### src/rtl/mc_controller.sv
// Multi-cycle control unit for the MIPS-subset CPU.
// Sequences FETCH/DECODE/EXEC/MEM/WB over a shared memory port and ALU,
// drives every datapath enable/mux select, and counts retired instructions.
module mc_controller #(
  parameter int unsigned CNT_W = 32
) (
  input  logic             clk,
  input  logic             reset,       // asynchronous, active-low
  input  logic [31:0]      instr,
  input  logic             zero,
  input  logic             mem_ready,
  output logic             mem_req,
  output logic             mem_we,
  output logic             i_or_d,
  output logic             ir_write,
  output logic             mdr_write,
  output logic             pc_write,
  output logic [1:0]       pc_src,
  output logic             reg_write,
  output logic [1:0]       reg_dst,
  output logic [1:0]       wd_sel,
  output logic             ext_op,
  output logic             alu_src_b,
  output logic [3:0]       alu_op,
  output logic             retired,
  output logic [CNT_W-1:0] instr_count,
  output logic [2:0]       state
);

  localparam logic [2:0] S_FETCH  = 3'd0;
  localparam logic [2:0] S_DECODE = 3'd1;
  localparam logic [2:0] S_EXEC   = 3'd2;
  localparam logic [2:0] S_MEM    = 3'd3;
  localparam logic [2:0] S_WB     = 3'd4;

  localparam logic [5:0] OP_RTYPE = 6'b000000;
  localparam logic [5:0] OP_J     = 6'b000010;
  localparam logic [5:0] OP_JAL   = 6'b000011;
  localparam logic [5:0] OP_BEQ   = 6'b000100;
  localparam logic [5:0] OP_ADDIU = 6'b001001;
  localparam logic [5:0] OP_ORI   = 6'b001101;
  localparam logic [5:0] OP_LUI   = 6'b001111;
  localparam logic [5:0] OP_LW    = 6'b100011;
  localparam logic [5:0] OP_SW    = 6'b101011;

  localparam logic [5:0] FN_JR    = 6'b001000;
  localparam logic [5:0] FN_ADDU  = 6'b100001;
  localparam logic [5:0] FN_SUBU  = 6'b100011;

  localparam logic [3:0] ALU_ADD  = 4'b0000;
  localparam logic [3:0] ALU_SUB  = 4'b0001;
  localparam logic [3:0] ALU_OR   = 4'b0011;
  localparam logic [3:0] ALU_LUI  = 4'b0101;

  logic [2:0]       state_q, state_d;
  logic [CNT_W-1:0] cnt_q, cnt_d;

  // Instruction decode: only opcode and funct steer the controller.
  logic [5:0] opcode, funct;
  logic       is_addu, is_subu, is_jr, is_ori, is_lui, is_addiu;
  logic       is_lw, is_sw, is_beq, is_j, is_jal;
  logic       is_r_alu, is_i_alu, needs_exec;
  logic       unused_instr;

  assign opcode       = instr[31:26];
  assign funct        = instr[5:0];
  assign unused_instr = ^instr[25:6];

  assign is_addu  = (opcode == OP_RTYPE) && (funct == FN_ADDU);
  assign is_subu  = (opcode == OP_RTYPE) && (funct == FN_SUBU);
  assign is_jr    = (opcode == OP_RTYPE) && (funct == FN_JR);
  assign is_ori   = (opcode == OP_ORI);
  assign is_lui   = (opcode == OP_LUI);
  assign is_addiu = (opcode == OP_ADDIU);
  assign is_lw    = (opcode == OP_LW);
  assign is_sw    = (opcode == OP_SW);
  assign is_beq   = (opcode == OP_BEQ);
  assign is_j     = (opcode == OP_J);
  assign is_jal   = (opcode == OP_JAL);

  assign is_r_alu   = is_addu | is_subu;
  assign is_i_alu   = is_ori | is_lui | is_addiu;
  assign needs_exec = is_r_alu | is_i_alu | is_lw | is_sw | is_beq;

  // Next-state and control outputs from state, decoded instruction, mem_ready and zero.
  always_comb begin
    // NOTE: every output gets a default up front so no branch can leave one
    // unassigned, which would otherwise infer a latch.
    state_d   = state_q;
    mem_req   = 1'b0;
    mem_we    = 1'b0;
    i_or_d    = 1'b0;
    ir_write  = 1'b0;
    mdr_write = 1'b0;
    pc_write  = 1'b0;
    pc_src    = 2'd0;
    reg_write = 1'b0;
    reg_dst   = 2'd0;
    wd_sel    = 2'd0;
    ext_op    = 1'b0;
    alu_src_b = 1'b0;
    alu_op    = ALU_ADD;
    retired   = 1'b0;

    case (state_q)
      S_FETCH: begin
        mem_req = 1'b1;
        if (mem_ready) begin
          ir_write = 1'b1;
          pc_write = 1'b1;
          state_d  = S_DECODE;
        end
      end

      S_DECODE: begin
        if (is_j || is_jal) begin
          pc_write = 1'b1;
          pc_src   = 2'd2;
          retired  = 1'b1;
          state_d  = S_FETCH;
          if (is_jal) begin
            reg_write = 1'b1;
            reg_dst   = 2'd2;
            wd_sel    = 2'd2;
          end
        end else if (is_jr) begin
          pc_write = 1'b1;
          pc_src   = 2'd3;
          retired  = 1'b1;
          state_d  = S_FETCH;
        end else if (needs_exec) begin
          state_d = S_EXEC;
        end else begin
          // nop and every unsupported encoding retire without side effects
          retired = 1'b1;
          state_d = S_FETCH;
        end
      end

      S_EXEC: begin
        if (is_addu) begin
          alu_op  = ALU_ADD;
          state_d = S_WB;
        end else if (is_subu) begin
          alu_op  = ALU_SUB;
          state_d = S_WB;
        end else if (is_ori || is_lui) begin
          alu_op    = is_ori ? ALU_OR : ALU_LUI;
          alu_src_b = 1'b1;
          state_d   = S_WB;
        end else if (is_addiu || is_lw || is_sw) begin
          alu_op    = ALU_ADD;
          alu_src_b = 1'b1;
          ext_op    = 1'b1;
          state_d   = is_addiu ? S_WB : S_MEM;
        end else if (is_beq) begin
          alu_op   = ALU_SUB;
          ext_op   = 1'b1;
          pc_src   = 2'd1;
          pc_write = zero;
          retired  = 1'b1;
          state_d  = S_FETCH;
        end else begin
          state_d = S_FETCH;
        end
      end

      S_MEM: begin
        mem_req = 1'b1;
        i_or_d  = 1'b1;
        mem_we  = is_sw;
        if (mem_ready) begin
          if (is_sw) begin
            retired = 1'b1;
            state_d = S_FETCH;
          end else begin
            mdr_write = 1'b1;
            state_d   = S_WB;
          end
        end
      end

      S_WB: begin
        reg_write = 1'b1;
        retired   = 1'b1;
        state_d   = S_FETCH;
        if (is_lw) begin
          reg_dst = 2'd1;
          wd_sel  = 2'd1;
        end else if (!is_r_alu) begin
          reg_dst = 2'd1;
        end
      end

      default: state_d = S_FETCH;
    endcase

    // Reset silences the whole control bus, memory request included.
    if (!reset) begin
      mem_req   = 1'b0;
      mem_we    = 1'b0;
      i_or_d    = 1'b0;
      ir_write  = 1'b0;
      mdr_write = 1'b0;
      pc_write  = 1'b0;
      pc_src    = 2'd0;
      reg_write = 1'b0;
      reg_dst   = 2'd0;
      wd_sel    = 2'd0;
      ext_op    = 1'b0;
      alu_src_b = 1'b0;
      alu_op    = ALU_ADD;
      retired   = 1'b0;
    end
  end

  // Retired-instruction counter; wraps naturally at 2^CNT_W.
  always_comb begin
    cnt_d = cnt_q;
    if (retired) cnt_d = cnt_q + CNT_W'(1);
  end

  // State and counter registers.
  always_ff @(posedge clk or negedge reset) begin
    if (!reset) begin
      state_q <= S_FETCH;
      cnt_q   <= '0;
    end else begin
      // NOTE: sequential state always uses non-blocking assignment so every
      // register samples its next value from the same pre-edge snapshot.
      state_q <= state_d;
      cnt_q   <= cnt_d;
    end
  end

  assign state       = state_q;
  assign instr_count = cnt_q;

endmodule

### config.mk
export PLATFORM = sky130hd
export DESIGN_NAME = mc_controller
export DESIGN_NICKNAME = d
export VERILOG_FILES = /design/src/rtl/mc_controller.sv
export SDC_FILE = /design/constraint.sdc
export NUM_CORES = 1
export LEC_CHECK = 0
export ABC_AREA = 1
export CAP_MARGIN = 0
export CORE_ASPECT_RATIO = 1.2
export CORE_MARGIN = 2
export CORE_UTILIZATION = 45
export CTS_BUF_LIST = sky130_fd_sc_hd__clkbuf_2
export DETAILED_ROUTE_END_ITERATION = 6
export PLACE_DENSITY = 0.79
export SYNTH_ARGS = -nofsm -noshare
export SYNTH_HDL_FRONTEND = slang
export SYNTH_SLANG_ARGS = --single-unit
### constraint.sdc
create_clock -name clk -period 2.1 [get_ports clk]
set_input_delay 0.21 -clock clk [delete_from_list [all_inputs] [get_ports clk]]
set_output_delay 0.21 -clock clk [all_outputs]
set_load 0.05 [all_outputs]
==> flow_metrics.env, run 1 <==
export IMPL_outcome="finished clean"
export IMPL_drv_cap=0
export IMPL_dieArea_um2=6710
export IMPL_hold_path_class="input pin to asynchronous set/reset pin"
export IMPL_ant_nets=0
export IMPL_p_int_mw=1.21
export IMPL_final_common_cell="nand2_1"
export IMPL_min_period_ns=2.08
export IMPL_rows=31
export IMPL_seqCellArea_um2=877
export IMPL_start_util=0.460
export IMPL_final_cell_area_um2=3990
export IMPL_hold_violations=0
export IMPL_crit_required_ns=1.89
export IMPL_finish_utilization=0.672
export IMPL_worst_path_max_delay_cell="dfrtp_1"
export IMPL_rsz0062_at_grt="true"
export IMPL_ios=91
export IMPL_finalSetupViolCount=0
export IMPL_dr_first_iter_drc_count=209
export IMPL_powerDensity_nw_per_um2=556
export IMPL_p_leak_nw=1.90
export IMPL_clock_power_share=0.146
export IMPL_die_y_um=89.3
export IMPL_synth_fp_nets=464
export IMPL_ir_drop_mv=0.488
export IMPL_cts_max_path_buffers=2
export IMPL_synth_top_area_frac=0.321
export IMPL_fill_cells=482
export IMPL_power_switching_mw=1.01
export IMPL_area_delta_synth_final_pct=46.0
export IMPL_dp_hpwl_um=5860
export IMPL_grt_pass1_wl_um=12300
export IMPL_drive_above_1_share=0.166
export IMPL_drv_slew=0
export IMPL_cp_max_fo=3
export IMPL_seq_power_share=0.357
export IMPL_path_common_cell="nand2_1"
export IMPL_final_nets=549
export IMPL_crit_arrival_ns=1.87
export IMPL_viasPerCell=5.12
export IMPL_critical_path_max_stage_delay_ns=0.47
export IMPL_root_buffer="clkbuf_2"
export IMPL_netlist_area_um2=2730
export IMPL_synth_top_cell_by_area="dfrtp_1"
export IMPL_core_area_um2=5930
export IMPL_cts_tree="yes"
export IMPL_cts_num_sinks=35
export IMPL_gp_congestion=0.942
export IMPL_fmax_mhz=482
export IMPL_grt_max_degree=42
export IMPL_criticalPathCategory="flop to primary output"
export IMPL_multi_input_area_um2=1730
export IMPL_wl_per_cell_um=13.3
export IMPL_antennaDiodeCount=0
export IMPL_place_area_um2=3810
export IMPL_synthCells=427
export IMPL_p_comb_frac=0.497
export IMPL_grt_ovfl_total=0
export IMPL_worst_setup_path_end_kind="primary output"
export IMPL_slew_headroom=0.647
export IMPL_clkTransAtPathRegs_ns=0.17
export IMPL_crit_path_start_kind="flop"
export IMPL_port_buffer_count=69
export IMPL_synth_area_leaders="dfrtp_1 (32%), nand2_1 (20%), nand3_1 (9.0%), nor2_1 (7.7%), inv_1 (6.5%)"
export IMPL_fin_worst_skew_ns=0.0209
export IMPL_htree_num_levels=2
export IMPL_synthDistinctLibCells=32
export IMPL_die_width_um=75.1
export IMPL_via_count=3049
export IMPL_p_total_mw=2.22
export IMPL_hold_worst_slack_ns=0.245
export IMPL_ys_ff_latch=35
export IMPL_drc_errors=0
export IMPL_period_share=0.989
export IMPL_antenna_found_initial=0
export IMPL_synth_area_per_cell_um2=6.40
export IMPL_tightest_slew_ns=0.528
export IMPL_layout_common_cells="nand2_1 (148), nor2_1 (49), nand3_1 (47), clkdlybuf4s50_1 (44), inv_1 (43)"
export IMPL_cts_made_buffers=5
export IMPL_grt_usage=0.234
export IMPL_insertion_delay_ns=0.39
export IMPL_crit_chain="inv_2 -> nand3_2 -> nor2_4 -> nand2_1 -> nor2_1 -> nand2_1 -> nor2_2 -> buf_12"
export IMPL_drtPass1Iterations=6
export IMPL_routed_wl_um=7920
export IMPL_grt_pass1_vias=2754
export IMPL_seq_area_frac_synth=0.321
export IMPL_swShare=0.455
export IMPL_ys_warn_count=0
final cells by class:
class,count,area share
multi-input cells,331,0.435
repair buffers,90,0.264
flip-flops and latches,35,0.220
inverters,49,0.0461
well taps,82,0.0257
clock buffers,7,0.00879
clock inverters,1,0.00126
per-layer routing:
| metal | GRT usage | share of wire |
|---|---|---|
| met5 | 0 | 0 |
| met4 | 0.0714 | 0.0099 |
| met3 | 0.0699 | 0.069 |
| met2 | 0.390 | 0.50 |
| met1 | 0.289 | 0.42 |
per-stage QoR:
step | worst slack [ns] | TNS (ns) | cells
2_1_floorplan | -0.229 | -0.302 | 427
4_1_cts | -0.0152 | -0.0230 | 592
3_3_place_gp | 0.0152 | 0 | 582
6_report | 0.0233 | 0 | 595
5_1_grt | -0.0626 | -0.187 | 595
3_5_place_dp | -0.0370 | -0.0370 | 582
power groups by stage:
| stage | Sequential [mW] | Clock [mW] | Combinational, mW |
|---|---|---|---|
| after floorplan | 0.976 | 0 | 0.488 |
| after global placement | 0.801 | 0 | 1.02 |
| after detailed placement | 0.803 | 0 | 1.04 |
| after CTS | 0.790 | 0.335 | 1.05 |
| after global routing | 0.802 | 0.358 | 1.18 |
| final | 0.792 | 0.324 | 1.10 |
sequential cells by signal (all words and copies together) (netlist names):
signal and cells:
state 3, instr_count 32
worst max-delay path, delay by kind of cell, from the launching register on:
| kind | cells | cell delay, ns |
|---|---|---|
| simple gates | 6 | 0.76 |
| flops | 1 | 0.47 |
| buf+inv | 2 | 0.28 |
Yosys cell counts (all sizes together):
cell type / n
nor2: 61
nand4: 3
a21oi: 3
nor4: 2
a211oi: 1
o21ai: 4
a22oi: 1
nand2: 149
conb: 1
ha: 1
inv: 48
nor3b: 3
o211ai: 1
xor2: 16
clkbuf: 1
a311oi: 1
xnor2: 7
buf: 11
dfrtp: 35
nor3: 15
o21bai: 1
nand3: 53
nand3b: 8
clkinv: 1
logic make-up (layout without fill, tap and decap cells):
kind of cell / Yosys count / count (layout) / synth area share
AO/OA/AOI/OAI: 12 / 12 / 0.0270
XOR/XNOR: 23 / 23 / 0.0738
adder cells (fa/ha/maj): 1 / 1 / 0.00458
buffers and inverters: 61 / 147 / 0.0985
flip-flops: 35 / 35 / 0.321
other: 1 / 1 / 0.00137
AND/OR/NAND/NOR: 294 / 294 / 0.474
worst paths after layout:
kind / startpoint / to / slack [ns] / cells after the start
setup / recovery: state[2] / alu_op[2] / 0.02 / 8
hold / removal: reset / state[2] / 0.24 / 2
setup reg to reg: instr_count[1] / instr_count[30] / 0.17 / 10
hold reg to reg: instr_count[5] / instr_count[5] / 0.57 / 2
max in group asynchronous: reset / instr_count[17] / 1.09 / 3
min in group clk: reset / instr_count[13] / 0.33 / 4
repair_timing:
item / in CTS / in global routing
resized for setup: 2 / 25
pin swaps: 0 / 6
endpoints found under the hold margin: 35 / 0
endpoints found under the setup margin: 2 / 9
hold buffers: 2 / 0
setup buffers: 0 / 3
(Power assumes the default switching activity.)
==> inputs of run 2 (changes only) <==
REMOVE_ABC_BUFFERS = 1   (was unset)
SLEW_MARGIN = 20   (was unset)
==> flow_metrics.env, run 2 (synthesis gave the netlist of run 1 again) <==
export IMPL_outcome="finished with violations"
export IMPL_violations="DRC, setup timing"
export IMPL_wl_per_cell_um=13.3
export IMPL_port_buffer_count=69
export IMPL_p_leak_nw=1.84
export IMPL_via_count=3026
export IMPL_grt_usage=0.253
export IMPL_cts_made_buffers=5
export IMPL_antenna_found_initial=0
export IMPL_insertion_delay_ns=0.38
export IMPL_cts_num_sinks=35
export IMPL_finish_utilization=0.650
export IMPL_r2r_start="instr_count[1]"
export IMPL_hold_path_class="input pin to asynchronous set/reset pin"
export IMPL_r2r_slack_ns=0.19
export IMPL_htree_num_levels=2
export IMPL_wl_met1_um=2960
export IMPL_die_width_um=75.1
export IMPL_hold_violations=0
export IMPL_min_period_ns=2.10
export IMPL_fmax_mhz=476
export IMPL_routed_wl_um=7820
export IMPL_cts_tree="yes"
export IMPL_hold_worst_slack_ns=0.361
export IMPL_drive_above_1_share=0.126
export IMPL_dieArea_um2=6710
export IMPL_drc_errors=1
export IMPL_r2r_end="instr_count[14]"
export IMPL_ir_drop_mv=0.468
export IMPL_crit_end="alu_src_b"
export IMPL_finalSetupViolCount=1
export IMPL_p_total_mw=2.12
export IMPL_drv_cap=0
export IMPL_dp_hpwl_um=6170
export IMPL_reg2reg_depth=8
export IMPL_layout_common_cells="nand2_1 (148), nor2_1 (52), nand3_1 (47), clkdlybuf4s50_1 (47), inv_1 (45)"
export IMPL_grt_pass1_vias=2898
export IMPL_worst_slack_ns=-0.000860
export IMPL_met3_length_um=535
export IMPL_ant_nets=0
export IMPL_period_share=1.00
export IMPL_drv_slew=0
export IMPL_final_common_cell="nand2_1"
export IMPL_crit_arrival_ns=1.89
export IMPL_cp_max_fo=10
export IMPL_start_util=0.460
export IMPL_core_area_um2=5930
export IMPL_antennaDiodeCount=0
export IMPL_gp_congestion=1.02
export IMPL_grt_max_degree=58
export IMPL_crit_path_start_kind="input pin"
export IMPL_final_nets=543
export IMPL_crit_required_ns=1.89
export IMPL_die_y_um=89.3
export IMPL_area_delta_synth_final_pct=41.3
export IMPL_rsz0062_at_grt="true"
export IMPL_worstSetupStartpoint="reset"
export IMPL_fill_cells=519
export IMPL_criticalPathCategory="input pin to primary output"
export IMPL_viasPerCell=5.15
export IMPL_dp_cells=579
export IMPL_powerDensity_nw_per_um2=549
export IMPL_tightest_slew_ns=0.603
export IMPL_clkTransAtPathRegs_ns=0.18
export IMPL_worst_setup_path_end_kind="primary output"
export IMPL_root_buffer="clkbuf_2"
export IMPL_grt_ovfl_total=0
export IMPL_met2_length_um=4110
export IMPL_stdcell_count=588
export IMPL_dr_first_iter_drc_count=182
export IMPL_top_layer="met4"
export IMPL_grt_pass1_wl_um=13100
export IMPL_slew_headroom=0.598
export IMPL_cts_max_path_buffers=2
export IMPL_drtPass1Iterations=7
export IMPL_fin_worst_skew_ns=0.0153
export IMPL_ios=91
export IMPL_rows=31
export IMPL_largest_register_ffs=32
run 2: changes by cell type in the layout (fill, tap and decap cells not counted), moves of 2 or more:
cell,previous run,this run
a21oi_2,2,0
inv_2,5,3
clkbuf_2,7,5
buf_4,19,14
nor2_1,49,52
nor2_4,6,4
dlymetal6s2s_1,5,2
clkdlybuf4s50_1,44,47
inv_1,43,45
a21oi_1,1,3
run 2: worst min path at each step:
stage                from              end  slack [ns]  cells past startpoint
floorplan           reset   instr_count[0]       -0.09                      0
global placement    reset  instr_count[11]        0.24                      2
CTS                 reset  instr_count[11]        0.34                      3
detailed placement  reset  instr_count[11]        0.24                      2
finish              reset  instr_count[11]        0.36                      3
global route        reset  instr_count[11]        0.34                      3
run 2: repair_timing:
action                                  CTS  global route
endpoints found under the setup margin    9            16
buffers inserted                          1             0
hold buffers                              1             0
hold endpoints to repair                 30             0
resized for setup                         7            14
run 2: final cells by class:
cell class,instances,area [µm²],share of cell area
clock buffers,5,25.0,0.00648
clock inverters,2,8.76,0.00227
inverters,49,184,0.0476
multi-input cells,331,1670,0.432
flip-flops and latches,35,876,0.227
well taps,82,103,0.0266
repair buffers,84,996,0.258
run 2: metal layers:
metal | up-vias | global-route usage
li1 | 1497 | -
met3 | 16 | 0.0710
met2 | 91 | 0.463
met5 | - | 0
met1 | 1422 | 0.272
met4 | 0 | 0.0925
run 2: metrics by stage:
| stage | setup slack, ns | setup TNS [ns] | instance area, µm² |
|---|---|---|---|
| floorplan | -1.88 | -6.79 | 2650 |
| global placement | 0.0116 | 0 | 3720 |
| detailed placement | -0.0348 | -0.0500 | 3720 |
| CTS | -0.0129 | -0.0129 | 3800 |
| global route | -0.0799 | -0.476 | 3860 |
| finish | -0.000860 | -0.000860 | 3860 |
run 2: worst max-delay path, cell delays in order:
cell and delay (ns):
dlygate4sd3_1 0.52, buf_2 0.16, clkinv_1 0.28, a311oi_1 0.51, buf_12 0.20
run 2: report_power, final:
group          switching [mW]  internal [mW]
sequential             0.0690          0.724
clock                   0.226         0.0704
combinational           0.673          0.355
==> inputs of run 3 (changes only) <==
CORE_UTILIZATION = 32   (was 45)
PLACE_DENSITY = unset   (was 0.79)
clock period = 2.04 ns   (was 2.1 ns; I/O delays follow)
==> flow_metrics.env, run 3 (synthesis gave the netlist of run 1 again) <==
export IMPL_fmax_mhz=516
export IMPL_grt_pass1_wl_um=13800
export IMPL_grt_ovfl_total=0
export IMPL_ios=91
export IMPL_slew_headroom=0.504
export IMPL_period_share=0.949
export IMPL_fin_worst_skew_ns=0.0202
export IMPL_antennaDiodeCount=0
export IMPL_htree_num_levels=2
export IMPL_dp_hpwl_um=6400
export IMPL_crit_required_ns=1.84
export IMPL_worst_setup_path_end_kind="primary output"
export IMPL_drtPass1Iterations=4
export IMPL_dr_first_iter_drc_count=129
export IMPL_path_buf_inv=5
export IMPL_path_common_cell="buf_4"
export IMPL_final_cell_area_um2=4150
export IMPL_min_period_ns=1.94
export IMPL_grt_pass1_vias=3009
export IMPL_powerDensity_nw_per_um2=547
export IMPL_die_width_um=88.3
export IMPL_drc_errors=0
export IMPL_wl_per_cell_um=12.9
export IMPL_drive_above_1_share=0.204
export IMPL_insertion_delay_ns=0.37
export IMPL_largest_register_ffs=32
export IMPL_dieArea_um2=9290
export IMPL_area_delta_synth_final_pct=51.9
export IMPL_worst_slack_ns=0.103
export IMPL_met3_length_um=441
export IMPL_p_leak_nw=1.98
export IMPL_worst_path_max_delay_cell="dfrtp_1"
export IMPL_final_nets=565
export IMPL_final_common_cell="nand2_1"
export IMPL_cts_max_path_buffers=2
export IMPL_crit_family="buffers and inverters"
export IMPL_die_y_um=105
export IMPL_crit_path_start_kind="flop"
export IMPL_via_count=3018
export IMPL_top_layer="met4"
export IMPL_root_buffer="clkbuf_2"
export IMPL_cts_made_buffers=5
export IMPL_port_buffer_count=69
export IMPL_layout_common_cells="nand2_1 (146), nand3_1 (46), nor2_1 (44), clkdlybuf4s50_1 (42), inv_1 (40)"
export IMPL_ant_nets=0
export IMPL_outcome="finished clean"
export IMPL_clkTransAtPathRegs_ns=0.18
export IMPL_crit_chain="inv_2 -> nor3_2 -> buf_4 -> inv_1 -> nor4_2 -> buf_4 -> buf_12"
export IMPL_finalSetupViolCount=0
export IMPL_cts_tree="yes"
export IMPL_cts_num_sinks=35
export IMPL_tightest_slew_ns=0.744
export IMPL_drv_slew=0
export IMPL_met2_length_um=4160
export IMPL_start_util=0.333
export IMPL_criticalPathCategory="flop to primary output"
export IMPL_hold_violations=0
export IMPL_place_ws_ns=-0.0177
export IMPL_critical_path_max_stage_delay_ns=0.44
export IMPL_grt_max_degree=68
export IMPL_ir_drop_mv=0.351
export IMPL_drv_cap=0
export IMPL_cp_max_fo=4
export IMPL_antenna_found_initial=0
export IMPL_gp_congestion=0.910
export IMPL_hold_path_class="input pin to asynchronous set/reset pin"
export IMPL_viasPerCell=4.69
export IMPL_rsz0062_at_grt="true"
export IMPL_place_area_um2=3870
export IMPL_fill_cells=867
export IMPL_routed_wl_um=8270
export IMPL_crit_arrival_ns=1.73
export IMPL_grt_usage=0.186
export IMPL_wl_met1_um=3430
export IMPL_rows=36
export IMPL_core_area_um2=8200
export IMPL_postCtsHoldBufs=0
[run 3: cell count changes in the layout (fill, tap and decap cells not counted), moves of 3 or more]
cell / change
buf_4: +23
nor2_4: +3
dlymetal6s2s_1: +4
nor2_2: +5
clkdlybuf4s50_1: -5
nor2_1: -8
inv_1: -5
inv_2: +5
[run 3: worst paths after layout]
path                                       from               to  slack [ns]  cells after the start
min in group clk                          reset   instr_count[0]        0.43                      5
max in group asynchronous                 reset  instr_count[31]        1.39                      2
worst max register to register   instr_count[1]  instr_count[30]        0.12                     10
worst min-delay path                      reset   instr_count[3]        0.16                      2
worst min register to register  instr_count[31]  instr_count[31]        0.55                      2
worst max-delay path                   state[1]        mdr_write        0.10                      7
[run 3: timing repair]
item / 4_1_cts / 5_1_grt
resized for setup: 6 / 45
endpoints found under the hold margin: 0 / 0
buffers inserted: 2 / 7
endpoints found under the setup margin: 8 / 19
pin swaps: 0 / 17
gates cloned: 0 / 0
[run 3: metal layers]
layer	up-vias	GRT usage
met1	1372	0.220
met2	82	0.311
met5	-	0
met3	18	0.0466
met4	0	0.0801
li1	1546	-
[run 3: layout make-up]
| cell class | instances | area (µm²) | share of cell area |
|---|---|---|---|
| Timing Repair Buffer | 106 | 1170 | 0.282 |
| Sequential cell | 35 | 876 | 0.211 |
| Tap cell | 114 | 143 | 0.0344 |
| Multi-Input combinational cell | 331 | 1740 | 0.419 |
| Clock inverter | 2 | 7.51 | 0.00181 |
| Clock buffer | 6 | 30.0 | 0.00724 |
| Inverter | 49 | 184 | 0.0443 |
[run 3: power breakdown]
group | total, mW | internal [mW] | switching [mW]
clock | 0.310 | 0.0827 | 0.227
sequential | 0.816 | 0.745 | 0.0711
combinational | 1.15 | 0.422 | 0.724
total | 2.27 | 1.25 | 1.02
[run 3: per-stage QoR]
stage | hold WS (ns) | power (mW) | TNS [ns] | util | std cells
after floorplan | -0.0916 | 1.42 | -7.62 | - | 415
after global placement | 0.507 | 1.88 | -0.0120 | 0.473 | 626
after detailed placement | 0.514 | 1.89 | -0.0177 | 0.473 | 626
after CTS | 0.144 | 2.23 | -0.0362 | 0.482 | 636
after global routing | 0.179 | 2.41 | -0.300 | 0.506 | 643
final | 0.155 | 2.27 | 0 | 0.506 | 643
